File: config.mk
export PLATFORM = sky130hd
export DESIGN_NAME = lighthouse_report_scheduler_flat
export DESIGN_NICKNAME = d
export VERILOG_FILES = /design/src/rtl/lighthouse_report_scheduler_pkg.sv /design/src/rtl/lighthouse_report_scheduler_if.sv /design/src/rtl/lighthouse_report_scheduler_angle_fifo.sv /design/src/rtl/lighthouse_report_scheduler.sv /design/src/flat_wrapper.sv
export SDC_FILE = /design/constraint.sdc
export NUM_CORES = 1
export LEC_CHECK = 0
export CAP_MARGIN = 5
export CORE_UTILIZATION = 60
export CTS_CLUSTER_SIZE = 10
export DETAILED_ROUTE_END_ITERATION = 16
export PLACE_DENSITY_LB_ADDON = 0.15
export REMOVE_ABC_BUFFERS = 1
export SLEW_MARGIN = 20
export SYNTH_ARGS = -nofsm -noshare
export SYNTH_HDL_FRONTEND = slang
export SYNTH_SLANG_ARGS = --single-unit
export TNS_END_PERCENT = 100
File: constraint.sdc
create_clock -name clk -period 3.9 [get_ports clk]
set_input_delay 0.78 -clock clk [delete_from_list [all_inputs] [get_ports clk]]
set_output_delay 0.78 -clock clk [all_outputs]
set_load 0.03 [all_outputs]
File: src/rtl/lighthouse_report_scheduler_pkg.sv
// Lighthouse report scheduler: shared constants, packet framing, FSM types.
// Imported by the scheduler top and its angle FIFO.
package lighthouse_report_pkg;

  localparam logic [1:0] PKT_ANGLE = 2'b10;
  localparam logic [1:0] PKT_OOTX  = 2'b11;

  localparam int ANGLE_LEN = 4;
  localparam int OOTX_LEN  = 2;

  typedef enum logic {
    S_IDLE,
    S_SEND
  } state_e;

  typedef enum logic {
    G_ANGLE,
    G_OOTX
  } grant_e;

  function automatic logic [7:0] ootx_hdr(
    input logic lh
  );
    return {PKT_OOTX, lh, 5'b0};
  endfunction

endpackage

File: src/rtl/lighthouse_report_scheduler_if.sv
// Byte-wide valid/ready stream toward the serial transmitter.
// master: drives out_data/out_valid, samples out_ready; slave: the sink.
interface lighthouse_report_scheduler_if;

  logic [7:0] out_data;
  logic       out_valid;
  logic       out_ready;

  modport master (
    output out_data,
    output out_valid,
    input  out_ready
  );

  modport slave (
    input  out_data,
    input  out_valid,
    output out_ready
  );

endinterface

File: src/rtl/lighthouse_report_scheduler_angle_fifo.sv
// Single-clock show-ahead FIFO for angle samples.
// Ports: wr_en/din push, rd_en pops, dout valid while !empty; full/empty flags.
module lighthouse_angle_fifo #(
  parameter int WIDTH = 26,
  parameter int DEPTH = 8
) (
  input  logic             clk,
  input  logic             reset,
  input  logic             wr_en,
  input  logic [WIDTH-1:0] din,
  input  logic             rd_en,
  output logic [WIDTH-1:0] dout,
  output logic             empty,
  output logic             full
);

  localparam int AW = $clog2(DEPTH);

  logic [WIDTH-1:0] mem [DEPTH];
  logic [AW:0]      wr_ptr;
  logic [AW:0]      rd_ptr;
  logic             do_wr;
  logic             do_rd;

  // Extra pointer MSB tells full from empty when the indices match.
  assign empty = (wr_ptr == rd_ptr);
  assign full  = (wr_ptr[AW] != rd_ptr[AW]) &&
                 (wr_ptr[AW-1:0] == rd_ptr[AW-1:0]);

  // Full is judged before any same-cycle pop, so a write while full drops.
  assign do_wr = wr_en && !full;
  assign do_rd = rd_en && !empty;

  assign dout = mem[rd_ptr[AW-1:0]];

  always_ff @(posedge clk) begin
    if (reset) begin
      wr_ptr <= '0;
      rd_ptr <= '0;
    end else begin
      if (do_wr) begin
        wr_ptr <= wr_ptr + (AW+1)'(1);
      end
      if (do_rd) begin
        rd_ptr <= rd_ptr + (AW+1)'(1);
      end
    end
  end

  always_ff @(posedge clk) begin
    if (do_wr) begin
      mem[wr_ptr[AW-1:0]] <= din;
    end
  end

endmodule

File: src/rtl/lighthouse_report_scheduler.sv
// Merges angle samples and OOTX bits into framed packets on one byte stream.
// Ports: clk, reset, angle/OOTX strobes+fields, tx (byte stream master), drop_count, ootx_overrun.
module lighthouse_report_scheduler
  import lighthouse_report_pkg::*;
#(
  parameter int SENSORS     = 1,
  parameter int SENSOR_BITS = 4,
  parameter int ANGLE_BITS  = 20,
  parameter int FIFO_DEPTH  = 8
) (
  input  logic                   clk,
  input  logic                   reset,
  input  logic                   angle_strobe,
  input  logic [ANGLE_BITS-1:0]  angle,
  input  logic [SENSOR_BITS-1:0] sensor,
  input  logic                   lighthouse,
  input  logic                   axis,
  input  logic                   data_strobe,
  input  logic                   data,
  lighthouse_report_scheduler_if.master tx,
  output logic [7:0]             drop_count,
  output logic                   ootx_overrun
);

  localparam int EW = 2 + SENSOR_BITS + ANGLE_BITS;

  if (SENSOR_BITS < 1 || SENSOR_BITS > 4) begin : g_bad_sensor_bits
    $error("SENSOR_BITS must be 1..4");
  end
  if (SENSORS < 1 || SENSORS > (1 << SENSOR_BITS)) begin : g_bad_sensors
    $error("SENSORS must fit in SENSOR_BITS");
  end
  if (ANGLE_BITS < 1 || ANGLE_BITS > 24) begin : g_bad_angle_bits
    $error("ANGLE_BITS must be 1..24");
  end
  if (FIFO_DEPTH < 2 || (FIFO_DEPTH & (FIFO_DEPTH - 1)) != 0) begin : g_bad_depth
    $error("FIFO_DEPTH must be a power of two >= 2");
  end

  // ---------------- angle path ----------------
  logic [EW-1:0]          fifo_din;
  logic [EW-1:0]          fifo_dout;
  logic                   fifo_empty;
  logic                   fifo_full;
  logic                   fifo_rd;
  logic                   f_lh;
  logic                   f_axis;
  logic [SENSOR_BITS-1:0] f_sensor;
  logic [ANGLE_BITS-1:0]  f_angle;
  logic [3:0]             f_s4;
  logic [23:0]            f_a24;

  assign fifo_din = {lighthouse, axis, sensor, angle};

  lighthouse_angle_fifo #(
    .WIDTH (EW),
    .DEPTH (FIFO_DEPTH)
  ) u_fifo (
    .clk   (clk),
    .reset (reset),
    .wr_en (angle_strobe),
    .din   (fifo_din),
    .rd_en (fifo_rd),
    .dout  (fifo_dout),
    .empty (fifo_empty),
    .full  (fifo_full)
  );

  assign f_lh     = fifo_dout[EW-1];
  assign f_axis   = fifo_dout[EW-2];
  assign f_sensor = fifo_dout[ANGLE_BITS +: SENSOR_BITS];
  assign f_angle  = fifo_dout[ANGLE_BITS-1:0];

  always_comb begin
    f_s4  = '0;
    f_a24 = '0;
    f_s4[SENSOR_BITS-1:0] = f_sensor;
    f_a24[ANGLE_BITS-1:0] = f_angle;
  end

  always_ff @(posedge clk) begin
    if (reset) begin
      drop_count <= '0;
    end else if (angle_strobe && fifo_full &&
                 drop_count != 8'hFF) begin
      drop_count <= drop_count + 8'd1;
    end
  end

  // ---------------- OOTX path ----------------
  // sr keeps only the 7 oldest bits; the live bit completes the byte.
  logic [6:0] sr    [2];
  logic [2:0] cnt   [2];
  logic [7:0] pbyte [2];
  logic [1:0] pend;
  logic [1:0] pend_set;
  logic [1:0] pend_clr;
  logic [7:0] sr_next;
  logic       byte_done;

  assign sr_next = {sr[lighthouse], data};

  always_comb begin
    pend_set  = '0;
    byte_done = data_strobe && (cnt[lighthouse] == 3'd7);
    if (byte_done && !pend[lighthouse]) begin
      pend_set[lighthouse] = 1'b1;
    end
  end

  always_ff @(posedge clk) begin
    if (reset) begin
      for (int i = 0; i < 2; i++) begin
        sr[i]    <= '0;
        cnt[i]   <= '0;
        pbyte[i] <= '0;
      end
      pend         <= '0;
      ootx_overrun <= 1'b0;
    end else begin
      pend <= (pend & ~pend_clr) | pend_set;
      if (data_strobe) begin
        sr[lighthouse]  <= sr_next[6:0];
        cnt[lighthouse] <= cnt[lighthouse] + 3'd1;
      end
      if (pend_set[lighthouse]) begin
        pbyte[lighthouse] <= sr_next;
      end
      if (byte_done && pend[lighthouse]) begin
        ootx_overrun <= 1'b1;
      end
    end
  end

  // ---------------- arbiter + send FSM ----------------
  state_e      state;
  state_e      state_d;
  grant_e      last_grant;
  logic        req_a;
  logic        req_o;
  logic        o_sel;
  logic        grant_a;
  logic        grant_o;
  logic [31:0] angle_pkt;
  logic [31:0] ootx_pkt;
  logic [31:0] pkt;
  logic [31:0] load_pkt;
  logic [1:0]  load_last;
  logic        load;
  logic        advance;
  logic [1:0]  idx;
  logic [1:0]  last;

  assign req_a = !fifo_empty;
  assign req_o = |pend;
  assign o_sel = pend[0] ? 1'b0 : 1'b1;

  // On contention the source opposite the previous winner goes next.
  assign grant_a = req_a && (!req_o || last_grant == G_OOTX);
  assign grant_o = req_o && !grant_a;

  assign angle_pkt = {PKT_ANGLE, f_lh, f_axis, f_s4, f_a24};
  assign ootx_pkt  = {ootx_hdr(o_sel), pbyte[o_sel], 16'h0000};

  always_comb begin
    state_d   = state;
    load      = 1'b0;
    load_pkt  = '0;
    load_last = '0;
    fifo_rd   = 1'b0;
    pend_clr  = '0;
    advance   = 1'b0;
    unique case (state)
      S_IDLE: begin
        unique case (1'b1)
          grant_a: begin
            load      = 1'b1;
            load_pkt  = angle_pkt;
            load_last = 2'(ANGLE_LEN - 1);
            fifo_rd   = 1'b1;
            state_d   = S_SEND;
          end
          grant_o: begin
            load            = 1'b1;
            load_pkt        = ootx_pkt;
            load_last       = 2'(OOTX_LEN - 1);
            pend_clr[o_sel] = 1'b1;
            state_d         = S_SEND;
          end
          default: begin
            state_d = S_IDLE;
          end
        endcase
      end
      S_SEND: begin
        if (tx.out_ready) begin
          advance = 1'b1;
          if (idx == last) begin
            state_d = S_IDLE;
          end
        end
      end
      default: begin
        state_d = S_IDLE;
      end
    endcase
  end

  always_ff @(posedge clk) begin
    if (reset) begin
      state      <= S_IDLE;
      last_grant <= G_OOTX;
    end else begin
      state <= state_d;
      if (load) begin
        last_grant <= grant_a ? G_ANGLE : G_OOTX;
      end
    end
  end

  // Byte 0 sits in the top lane; each accepted byte shifts the next up.
  always_ff @(posedge clk) begin
    if (reset) begin
      pkt  <= '0;
      idx  <= '0;
      last <= '0;
    end else if (load) begin
      pkt  <= load_pkt;
      idx  <= '0;
      last <= load_last;
    end else if (advance) begin
      pkt <= {pkt[23:0], 8'h00};
      idx <= idx + 2'd1;
    end
  end

  assign tx.out_data  = pkt[31:24];
  assign tx.out_valid = (state == S_SEND);

endmodule

File: src/flat_wrapper.sv
// flat-port wrapper written by rule: the top's interface ports become plain ports
module lighthouse_report_scheduler_flat import lighthouse_report_pkg::*;
#(
  parameter int SENSORS     = 1,
  parameter int SENSOR_BITS = 4,
  parameter int ANGLE_BITS  = 20,
  parameter int FIFO_DEPTH  = 8
)
  (clk, reset, angle_strobe, angle, sensor, lighthouse, axis, data_strobe, data, drop_count, ootx_overrun, tx_out_data, tx_out_valid, tx_out_ready);
  lighthouse_report_scheduler_if tx_i ();
  input  logic clk;
  input  logic reset;
  input  logic angle_strobe;
  input  logic [ANGLE_BITS-1:0] angle;
  input  logic [SENSOR_BITS-1:0] sensor;
  input  logic lighthouse;
  input  logic axis;
  input  logic data_strobe;
  input  logic data;
  output logic [7:0] drop_count;
  output logic ootx_overrun;
  output wire logic [$bits(tx_i.out_data)-1:0] tx_out_data;
  output wire logic [$bits(tx_i.out_valid)-1:0] tx_out_valid;
  input wire logic [$bits(tx_i.out_ready)-1:0] tx_out_ready;
  assign tx_out_data = tx_i.out_data;
  assign tx_out_valid = tx_i.out_valid;
  assign tx_i.out_ready = tx_out_ready;
  lighthouse_report_scheduler #(.SENSORS(SENSORS), .SENSOR_BITS(SENSOR_BITS), .ANGLE_BITS(ANGLE_BITS), .FIFO_DEPTH(FIFO_DEPTH)) u_core (.clk(clk), .reset(reset), .angle_strobe(angle_strobe), .angle(angle), .sensor(sensor), .lighthouse(lighthouse), .axis(axis), .data_strobe(data_strobe), .data(data), .tx(tx_i), .drop_count(drop_count), .ootx_overrun(ootx_overrun));
endmodule
==> results of run 1 <==
[cell usage after synthesis (5+ instances only)]
master and instances:
nand3_1 5, mux2_2 29, a21oi_1 26, clkbuf_1 13, dfxtp_1 60, a221o_1 5
nor2b_1 6, nor3_1 7, inv_1 10, o21ai_0 26, xnor2_1 8, buf_2 17
xor2_1 7, buf_4 8, or3_1 5, a22oi_1 25, buf_1 5, ha_1 5
nor2_1 49, mux2i_1 11, mux4_2 52, and2_1 16, nand2_1 18, edfxtp_1 244
[worst min-delay path, stage by stage (launching register included)]
cell     delay (ps)
dfxtp_1         340
a31oi_1          40
nor2_1           70
[final timing paths]
kind	start	slack [ps]	cells after the start	to
min	u_core.ootx_overrun	480	2	u_core.ootx_overrun
min reg2reg	u_core.ootx_overrun	480	2	u_core.ootx_overrun
max	lighthouse	1000	6	u_core.pbyte[1][4]
max reg2reg	register	1410	6	u_core.pkt[17]
[layer usage]
| metal | GRT usage | up-vias | share of wire |
|---|---|---|---|
| li1 | - | 2921 | - |
| met4 | 0.0812 | 0 | 0.021 |
| met3 | 0.0420 | 42 | 0.053 |
| met5 | 0 | - | 0 |
| met2 | 0.410 | 218 | 0.50 |
| met1 | 0.340 | 3278 | 0.43 |
[metrics by stage]
stage                     hold WS (ps)  area [um^2]  power (uW)  cells
after global placement             447        12800        5910    999
after global routing               503        13900        9260   1065
final                              481        13900        8880   1065
after detailed placement           469        12800        5960    999
after floorplan                    431        11800        5330    662
after CTS                          482        13900        8940   1065
[flip-flops by register name, summed over array words and instances (netlist names), 4 cells and up, named ones only]
register,cells
u_core.sr,14
u_core.u_fifo.wr_ptr,4
u_core.u_fifo.rd_ptr,4
u_core.pkt,32
u_core.cnt,6
u_core.pbyte,16
u_core.drop_count,8
u_core.u_fifo.mem,208
[cell type report]
type | instances | area, um^2
inverter | 10 | 37.5
timing repair buffer | 72 | 676
clock inverter | 3 | 22.5
multi-input combinational | 348 | 3240
sequential | 304 | 8530
tap | 265 | 332
clock buffer | 63 | 1020
fill | 1262 | 5660
[cell families after synthesis]
group | share of synthesized area
adders and majority gates | 0.00521
xor gates and xnor gates | 0.0123
AOI/OAI and AO/OA | 0.0638
muxes | 0.134
and+or+nand+nor | 0.0526
DFF | 0.710
buffers and inverters | 0.0218
[cell usage in the layout (no fill, tap or decap), types with 16 or more instances in the layout]
cell type,count
a21oi_1,26
a22oi_1,25
and2_1,16
buf_4,22
clkbuf_1,26
clkbuf_16,37
clkdlybuf4s50_1,49
dfxtp_1,58
edfxtp_1,244
mux2_2,29
mux4_2,52
nand2_1,18
nor2_1,43
o21ai_0,26
[report_power, final]
part,leakage [uW],total (uW),internal [uW],switching [uW]
clock,0.000500,2960,1770,1190
sequential,0.00276,3940,3760,175
combinational,0.00131,1980,891,1090
total,0.00457,8880,6430,2450
==> key figures, run 1 <==
Status
  • Outcome: finished, final reports clean

Logic synthesis
  • Count of cell types in the netlist: 55
  • Flops & latches, synth: a little over 300
  • Yosys top cell by area: edfxtp_1
  • Seq/Total Area, Yosys: 0.710
  • Async set-reset flop share out of synthesis: 0
  • Largest cells by area after synthesis: edfxtp_1, dfxtp_1, mux4_2
  • Post-synth top area share: 0.610
  • Syn Area/Cell: roughly 17 um^2
  • Gate Count Post-Synth: just over 700
  • Synthesized area: about 0.012 mm^2
  • Yosys warning count: 0
  • Post-synth EDFFs: between 200 and 250
  • Post-synth top flop: edfxtp_1

Placement
  • Placer Congestion: between 0.8 and 0.9
  • Dpl ws: roughly 460 ps
  • Port buffer count: 49
  • Detailed placement HPWL: approximately 15000 um

Floorplanning
  • FP Rows: slightly above 50
  • Die Y: approximately 140 um
  • CORE AREA: approximately 0.020 mm^2
  • DIE AREA: just over 0.02 mm^2
  • Chip Width: about 140 um
  • # IOs: 50
  • Initial Utilization: 0.615

Setup path
  • Critical path buffers and inverters: 2
  • Delay-heaviest family, CP: simple AND/OR/NAND/NOR gates
  • CP Capture Type: register
  • Crit path DAT: between 3000 and 4000 ps
  • Nature of the critical path startpoint: input pin
  • Slowest CP cell: clkdlybuf4s50_1
  • Most frequent CP cell: nand2_1
  • Worst path max stage delay: ~700 ps
  • Crit-path cells: clkdlybuf4s50_1, buf_4, nand2_1, nor2_1, nand3_1, nand2_1
  • Crit Path Max Fanout: 14
  • CP Data Required Time: 4070 ps
  • WS Path Type: input pin to register

Clock tree
  • H-tree Lvls: 2
  • CTS tree: built
  • Num Clock Sinks: 304
  • Clock root buffer: clkbuf_16
  • Clk buf depth: 3
  • Clock latency on the worst-skew pair: 510 ps
  • Clock transition at the registers of the reported paths: 60 ps
  • Total CTS buffers: 36
  • Post-cts repair resize count: 0
  • Postcts setup bufs: 0
  • Hold-fix buffers, CTS: 0

Timing
  • Final Skew: 13.1 ps
  • Fin Setup TNS: 0 ps
  • RSZ-0062 raised after global routing: no
  • F_max: about 340 MHz
  • Slew @ Worst Pin: 984 ps
  • Period Utilization, post-route: 0.745
  • Final setup margin: 996 ps
  • Final Hold Vio Count: 0
  • Rel. slew slack: 0.327
  • Final Max Slew Viols: 0
  • Fin crit period: approximately 2900 ps
  • Final setup violation count: 0

Layout
  • # diodes: 0
  • Layout cell share with drive strength beyond 1: 0.210
  • Area Overhead vs Synth: 15.5%
  • Fin util: 0.710
  • Nets: about 810

Global route
  • Total Routing Usage GR: 0.249
  • GRT overflow: 0
  • Largest net degree at the start of global routing: 53
  • Initial antenna violation count: 0
  • Global-route wire length before repair: about 38000 um
  • Vias in the first global route: around 6700

Power and ir drop
  • VDD IR max: 435 uV
  • P_leak: approximately 0.0046 uW
  • Power Dens Cells: ~640 mW/mm^2

Route
  • Final wirelength: 24000 um
  • Routed Antenna Nets: 0
  • Total iterations of the first detailed-routing run: 4
  • 1st-iter DRT viols: approximately 510
  • Via Count: ~6500
  • DR vias/cell: 6.06
  • Drt wl/cell: between 20 and 25 um
  • DRC: 0

Hold path
  • Hold WC Path Type: register to register

Run
  • Max_cap viols: 0
No activity file was read; power rests on OpenSTA's default activity.
==> run 2, diff against run 1 <==
- CORE_UTILIZATION: 60 -> 54
- clock period: 3.9 -> 2.67 ns (I/O delays scaled with it)
==> key figures, run 2 (same netlist as run 1, synthesis figures left out) <==
Layout
  • Fillcell total: 1523 (was 1262)
  • Most common cell after layout, fill and taps aside: edfxtp_1 (unchanged)
  • Area Overhead vs Synth: 17.1% (was 15.5%)
  • Layout cell share with drive strength beyond 1: 0.218 (was 0.210)
  • Most frequent cells in the layout: edfxtp_1, dfxtp_1, mux4_2 (unchanged)
  • Fin cells: 1087 (was 1065)
  • Nets: 817 (was 809)
  • Number of flip-flops under the largest register name: 208 (unchanged)
  • # diodes: 0 (unchanged)

Power and ir drop
  • Comb pwr share: 0.221 (was 0.223)
  • P_leak: 0.00464 uW (was 0.00457 uW)
  • Pint: 9490 uW (was 6430 uW)
  • Overall power: 13100 uW (was 8880 uW)
  • Seq pwr share: 0.444 (about the same)
  • Clk pwr share: 0.335 (was 0.333)
  • Power Dens Cells: 929 mW/mm^2 (was 640 mW/mm^2)
  • Psw: 3580 uW (was 2450 uW)
  • VDD IR max: 536 uV (was 435 uV)
  • Switching part of the total power: 0.274 (was 0.276)

Timing
  • Final Hold Vio Count: 0 (unchanged)
  • RSZ-0062 raised after global routing: no (unchanged)
  • Final setup violation count: 0 (unchanged)
  • Fin crit period: around 2300 ps
  • Final Max Slew Viols: 0 (unchanged)
  • Final Skew: 17.4 ps (was 13.1 ps)
  • Slew @ Worst Pin: 834 ps (was 984 ps)
  • Period Utilization, post-route: 0.861
  • Rel. slew slack: 0.441 (was 0.327)
  • F_max: 435 MHz

Setup path
  • Crit path DAT: 2750 ps (was 3070 ps)
  • WS Path Type: register to register (was input pin to register)
  • Delay-heaviest family, CP: compound AO/OA/AOI/OAI gates (was simple AND/OR/NAND/NOR gates)
  • Crit-path cells: xnor2_1, a41o_1, a211oi_1, a2111oi_0, a221o_1 (was clkdlybuf4s50_1, buf_4, nand2_1, nor2_1, nand3_1, nand2_1)
  • Worst path max stage delay: 630 ps (was 720 ps)
  • R2R cell count: 5 (was 6)
  • Nature of the critical path startpoint: register (was input pin)
  • Slowest CP cell: a2111oi_0 (was clkdlybuf4s50_1)
  • CP Capture Type: register (unchanged)
  • Critical path buffers and inverters: 0 (was 2)
  • Crit Path Max Fanout: 13 (was 14)
  • Crit. path cell count: 5 (was 6)
  • CP Data Required Time: 3120 ps (was 4070 ps)

Route
  • Final wirelength: 23800 um (was 24000 um)
  • Via Count: 6465 (was 6459)
  • Routed Antenna Nets: 0 (unchanged)
  • DR vias/cell: 5.95 (was 6.06)
  • Total iterations of the first detailed-routing run: 5 (was 4)
  • Drt wl/cell: 21.9 um (was 22.5 um)
  • 1st-iter DRT viols: 426 (was 511)
  • DRC: 0 (unchanged)

Clock tree
  • Postcts setup bufs: 0 (unchanged)
  • Post-cts repair resize count: 0 (unchanged)
  • H-tree Lvls: 2 (unchanged)
  • Clock transition at the registers of the reported paths: 60 ps (about the same)
  • Clk buf depth: 3 (unchanged)
  • Num Clock Sinks: 304 (unchanged)
  • Hold-fix buffers, CTS: 0 (unchanged)
  • Clock root buffer: clkbuf_16 (unchanged)
  • Total CTS buffers: 36 (unchanged)
  • CTS tree: built (unchanged)
  • Clock latency on the worst-skew pair: 510 ps (about the same)

Placement
  • Port buffer count: 49 (unchanged)
  • Detailed placement HPWL: 14500 um (was 14700 um)
  • Placer Congestion: 0.824 (was 0.861)
  • Cell Count Post-Placement: 1022 (was 999)

Floorplanning
  • CORE AREA: 0.0218 mm^2 (was 0.0195 mm^2)
  • Die Y: 151 um (was 143 um)
  • # IOs: 50 (unchanged)
  • Initial Utilization: 0.550 (was 0.615)
  • Chip Width: 151 um (was 143 um)
  • FP Rows: 54 (was 51)
  • DIE AREA: 0.0228 mm^2 (was 0.0206 mm^2)

Global route
  • Total Routing Usage GR: 0.223 (was 0.249)
  • Vias in the first global route: 6799 (was 6670)
  • Largest net degree at the start of global routing: 40 (was 53)
  • Global-route wire length before repair: 37600 um (about the same)
  • Initial antenna violation count: 0 (unchanged)
  • GRT overflow: 0 (unchanged)

Run
  • Max_cap viols: 0 (unchanged)

Status
  • Outcome: finished, final reports clean (unchanged)

Hold path
  • Hold WC Path Type: register to register (unchanged)
  • Hold Path Stages: 2 (unchanged)
## run 2: cell count changes in the layout (fill, tap and decap cells not counted), sizes merged
cell and delta:
buf +8, clkinv -1
## run 2: worst register-to-register path: cells and delay by family (launching register included)
family / cells / cell delay (ps)
compound gates: 4 / 1450
flops: 1 / 590
xor+xnor: 1 / 220
## run 2: metrics by stage
step           hold slack, ps  worst slack [ps]  area (um^2)  setup TNS [ps]  utilization
2_1_floorplan             431              -888        11800          -70530            -
3_5_place_dp              454             -20.4        13000            -156        0.596
4_1_cts                   462               342        14100               0        0.644
5_1_grt                   508               189        14100               0        0.644
6_report                  461               370        14100               0        0.644
3_3_place_gp              449              74.7        13000               0        0.596
## run 2: cell type report
| cell class | instances | area (um^2) | share of cell area |
|---|---|---|---|
| multi-input combinational | 348 | 3240 | 0.230 |
| tap | 280 | 350 | 0.0249 |
| sequential | 304 | 8530 | 0.607 |
| clock buffer | 63 | 1030 | 0.0735 |
| clock inverter | 2 | 17.5 | 0.00125 |
| timing repair buffer | 80 | 848 | 0.0603 |
| inverter | 10 | 37.5 | 0.00267 |
## run 2: path summary, 6_finish.rpt
check / slack, ps / to / from
setup / recovery: 370 / u_core.pkt[18] / u_core.u_fifo.wr_ptr[0]
setup reg to reg: 370 / u_core.pkt[18] / u_core.u_fifo.wr_ptr[0]
hold reg to reg: 460 / u_core.last[0] / u_core.last[0]
hold / removal: 460 / u_core.last[0] / u_core.last[0]
## run 2: routing by layer
layer	vias up	GRT usage	wire length (um)	part of all wire
met3	50	0.0380	1260	0.053
li1	2936	-	-	-
met2	199	0.367	11700	0.49
met4	0	0.0800	635	0.027
met5	-	0	0	0
met1	3280	0.300	10200	0.43
## run 2: power by group through the flow
stage / Sequential (uW) / Combinational [uW] / Clock (uW)
detailed placement: 5890 / 2910 / 0
global route: 5840 / 3150 / 4650
CTS: 5800 / 2930 / 4460
floorplan: 6060 / 1720 / 0
global placement: 5870 / 2860 / 0
finish: 5800 / 2890 / 4380
==> run 3, diff against run 2 <==
- CORE_ASPECT_RATIO: unset -> 1.5
- CORE_UTILIZATION: 54 -> 55
- SYNTH_HIERARCHICAL: unset -> 1
==> key figures, run 3 <==
Status
  • Outcome: finished, final reports clean (unchanged)

Clock tree
  • Post-cts repair resize count: 0 (unchanged)
  • Num Clock Sinks: 304 (unchanged)
  • Clock root buffer: clkbuf_16 (unchanged)
  • Hold-fix buffers, CTS: 0 (unchanged)
  • Clock latency on the worst-skew pair: 510 ps (about the same)
  • H-tree Lvls: 2 (unchanged)
  • Total CTS buffers: 36 (unchanged)
  • Clock transition at the registers of the reported paths: 60 ps (about the same)
  • CTS tree: built (unchanged)
  • Clk buf depth: 3 (unchanged)
  • Postcts setup bufs: 0 (unchanged)

Global route
  • Initial antenna violation count: 0 (unchanged)
  • Vias in the first global route: 6918 (was 6799)
  • Global-route wire length before repair: 38400 um (was 37600 um)
  • Largest net degree at the start of global routing: 35 (was 40)
  • Total Routing Usage GR: 0.220 (was 0.223)
  • GRT overflow: 0 (unchanged)

Timing
  • Rel. slew slack: 0.256 (was 0.441)
  • Final Skew: 8.25 ps (was 17.4 ps)
  • RSZ-0062 raised after global routing: no (unchanged)
  • Fin Setup TNS: 0 ps (unchanged)
  • Final Hold Vio Count: 0 (unchanged)
  • Final Max Slew Viols: 0 (unchanged)
  • Period Utilization, post-route: 0.905 (was 0.861)
  • Final setup violation count: 0 (unchanged)
  • Fin crit period: 2420 ps (was 2300 ps)
  • Final setup margin: 254 ps (was 370 ps)
  • Slew @ Worst Pin: 1110 ps (was 834 ps)
  • F_max: 414 MHz (was 435 MHz)

Layout
  • Fillcell total: 1495 (was 1523)
  • Area occupied by multi-input gates: 0.00355 mm^2 (was 0.00324 mm^2)
  • Most frequent cells in the layout: edfxtp_1, nor2_1, dfxtp_1 (was edfxtp_1, dfxtp_1, mux4_2)
  • Fin cells: 1125 (was 1087)
  • Nets: 862 (was 817)
  • Seq. cell area: 0.00853 mm^2 (unchanged)
  • Finished layout cell area: 0.0144 mm^2 (was 0.0141 mm^2)
  • Fin util: 0.659 (was 0.644)
  • Layout cell share with drive strength beyond 1: 0.225 (was 0.218)
  • Number of flip-flops under the largest register name: 208 (unchanged)
  • # diodes: 0 (unchanged)
  • Area Overhead vs Synth: 16.9% (was 17.1%)
  • Most common cell after layout, fill and taps aside: edfxtp_1 (unchanged)

Setup path
  • Crit-path cells: clkdlybuf4s50_1 (was xnor2_1, a41o_1, a211oi_1, a2111oi_0, a221o_1)
  • Critical path buffers and inverters: 1 (was 0)
  • FF-to-FF Start: u_core/u_fifo/rd_ptr[0] (was u_core.u_fifo.wr_ptr[0])
  • CP Data Required Time: 2140 ps (was 3120 ps)
  • Crit Path Max Fanout: 13 (unchanged)
  • CP Capture Type: primary output (was register)
  • Crit path DAT: 1880 ps (was 2750 ps)
  • Delay-heaviest family, CP: buffers and inverters (was compound AO/OA/AOI/OAI gates)
  • Reg-to-reg endpoint: u_core/pkt[14] (was u_core.pkt[18])
  • Worst path max stage delay: 760 ps (was 630 ps)
  • R2R cell count: 8 (was 5)
  • WS Path Type: register to primary output (was register to register)
  • Slowest CP cell: clkdlybuf4s50_1 (was a2111oi_0)
  • Nature of the critical path startpoint: register (unchanged)
  • Setup slack, reg-to-reg: 370 ps (about the same)

Hold path
  • Hold endpoint: u_core/ootx_overrun (was u_core.last[0])
  • Hold Path Origin: u_core/ootx_overrun (was u_core.last[0])
  • Hold Path Stages: 2 (unchanged)
  • Hold WC Path Type: register to register (unchanged)

Logic synthesis
  • Seq/Total Area, Yosys: 0.691 (was 0.710)
  • Yosys top cell by area: edfxtp_1 (unchanged)
  • Most common cell in the netlist: edfxtp_1 (unchanged)
  • Syn Area/Cell: 16.4 um^2 (was 17.0 um^2)
  • Async set-reset flop share out of synthesis: 0 (unchanged)
  • Flops & latches, synth: 304 (unchanged)
  • Largest cells by area after synthesis: edfxtp_1, dfxtp_1, mux4_2 (unchanged)
  • Synth cell count leaders: edfxtp_1, nor2_1, dfxtp_1, mux4_2, mux2_2 (was edfxtp_1, dfxtp_1, mux4_2, nor2_1, mux2_2)
  • Post-synth top area share: 0.594 (was 0.610)
  • Count of cell types in the netlist: 60 (was 55)
  • Post-synth EDFFs: 244 (unchanged)
  • Post-synth top flop: edfxtp_1 (unchanged)
  • Gate Count Post-Synth: 753 (was 706)
  • Synthesized area: 0.0123 mm^2 (was 0.0120 mm^2)
  • Yosys warning count: 6 (was 0)

Floorplanning
  • Die Y: 185 um (was 151 um)
  • Chip Width: 124 um (was 151 um)
  • Initial Utilization: 0.564 (was 0.550)
  • FP Rows: 66 (was 54)
  • DIE AREA: 0.0230 mm^2 (was 0.0228 mm^2)
  • CORE AREA: 0.0219 mm^2 (was 0.0218 mm^2)
  • # IOs: 50 (unchanged)

Power and ir drop
  • P_leak: 0.00483 uW (was 0.00464 uW)
  • Comb pwr share: 0.193 (was 0.221)
  • VDD IR max: 843 uV (was 536 uV)
  • Psw: 3370 uW (was 3580 uW)
  • Power Dens Cells: 877 mW/mm^2 (was 929 mW/mm^2)
  • Pint: 9280 uW (was 9490 uW)
  • Switching part of the total power: 0.266 (was 0.274)
  • Clk pwr share: 0.349 (was 0.335)
  • Seq pwr share: 0.458 (was 0.444)

Route
  • 1st-iter DRT viols: 534 (was 426)
  • Via Count: 6666 (was 6465)
  • Routed Antenna Nets: 0 (unchanged)
  • Final wirelength: 24500 um (was 23800 um)
  • DR vias/cell: 5.93 (was 5.95)
  • DRC: 0 (unchanged)
  • Total iterations of the first detailed-routing run: 5 (unchanged)
  • Drt wl/cell: 21.7 um (was 21.9 um)

Run
  • Max_cap viols: 0 (unchanged)

Placement
  • DP Area: 0.0133 mm^2 (was 0.0130 mm^2)
  • Cell Count Post-Placement: 1059 (was 1022)
  • Placer Congestion: 0.856 (was 0.824)
  • Port buffer count: 49 (unchanged)
  • Dpl ws: -184 ps (was -20.4 ps)
  • Detailed placement HPWL: 15500 um (was 14500 um)
==> run 3: final cells by class <==
type | instances | area share
clock buffers | 63 | 0.0710
clock inverters | 3 | 0.00364
well taps | 272 | 0.0236
flip-flops and latches | 304 | 0.592
inverters | 3 | 0.000781
repair buffers | 87 | 0.0630
multi-input cells | 393 | 0.246
==> run 3: metrics by stage <==
stage          hold WS [ps]  total power (uW)
2_1_floorplan           460              7460
6_report                481             12600
5_1_grt                 526             13200
3_5_place_dp            477              8330
3_3_place_gp            471              8280
4_1_cts                 491             12800
==> run 3: worst max-delay path by stage <==
stage | slack [ps] | end | start | cells after the start
after detailed placement | -180 | u_core/pbyte[0][5] | lighthouse | 6
after floorplan | -1500 | u_core/u_fifo/mem[4][0] | u_core/u_fifo/wr_ptr[2] | 3
after CTS | 270 | tx_out_valid | u_core/tx.out_valid | 1
after global placement | -100 | u_core/pbyte[0][4] | lighthouse | 6
after global routing | 140 | u_core/pkt[13] | u_core/u_fifo/rd_ptr[0] | 8
final | 250 | tx_out_valid | u_core/tx.out_valid | 1
==> run 3: logic make-up after synthesis <==
| family | after synthesis | synth area share |
|---|---|---|
| flip-flops | 304 | 0.691 |
| adder cells (fa/ha/maj) | 5 | 0.00507 |
| multiplexers | 108 | 0.144 |
| buffers and inverters | 56 | 0.0246 |
| AO/OA/AOI/OAI | 94 | 0.0551 |
| XOR/XNOR | 15 | 0.0106 |
| AND/OR/NAND/NOR | 171 | 0.0692 |
==> run 3: metal layers <==
metal | share of wire | track usage | up-vias
li1 | - | - | 3080
met1 | 0.39 | 0.256 | 3369
met2 | 0.54 | 0.411 | 166
met3 | 0.039 | 0.0295 | 51
met4 | 0.029 | 0.0839 | 0
met5 | 0 | 0 | -
==> run 3: power by group through the flow <==
stage / Combinational (uW) / Clock, uW / Sequential, uW
final: 2440 / 4410 / 5800
after global routing: 2640 / 4720 / 5840
after CTS: 2450 / 4500 / 5800
after detailed placement: 2440 / 0 / 5890
after global placement: 2400 / 0 / 5880
after floorplan: 1430 / 0 / 6030
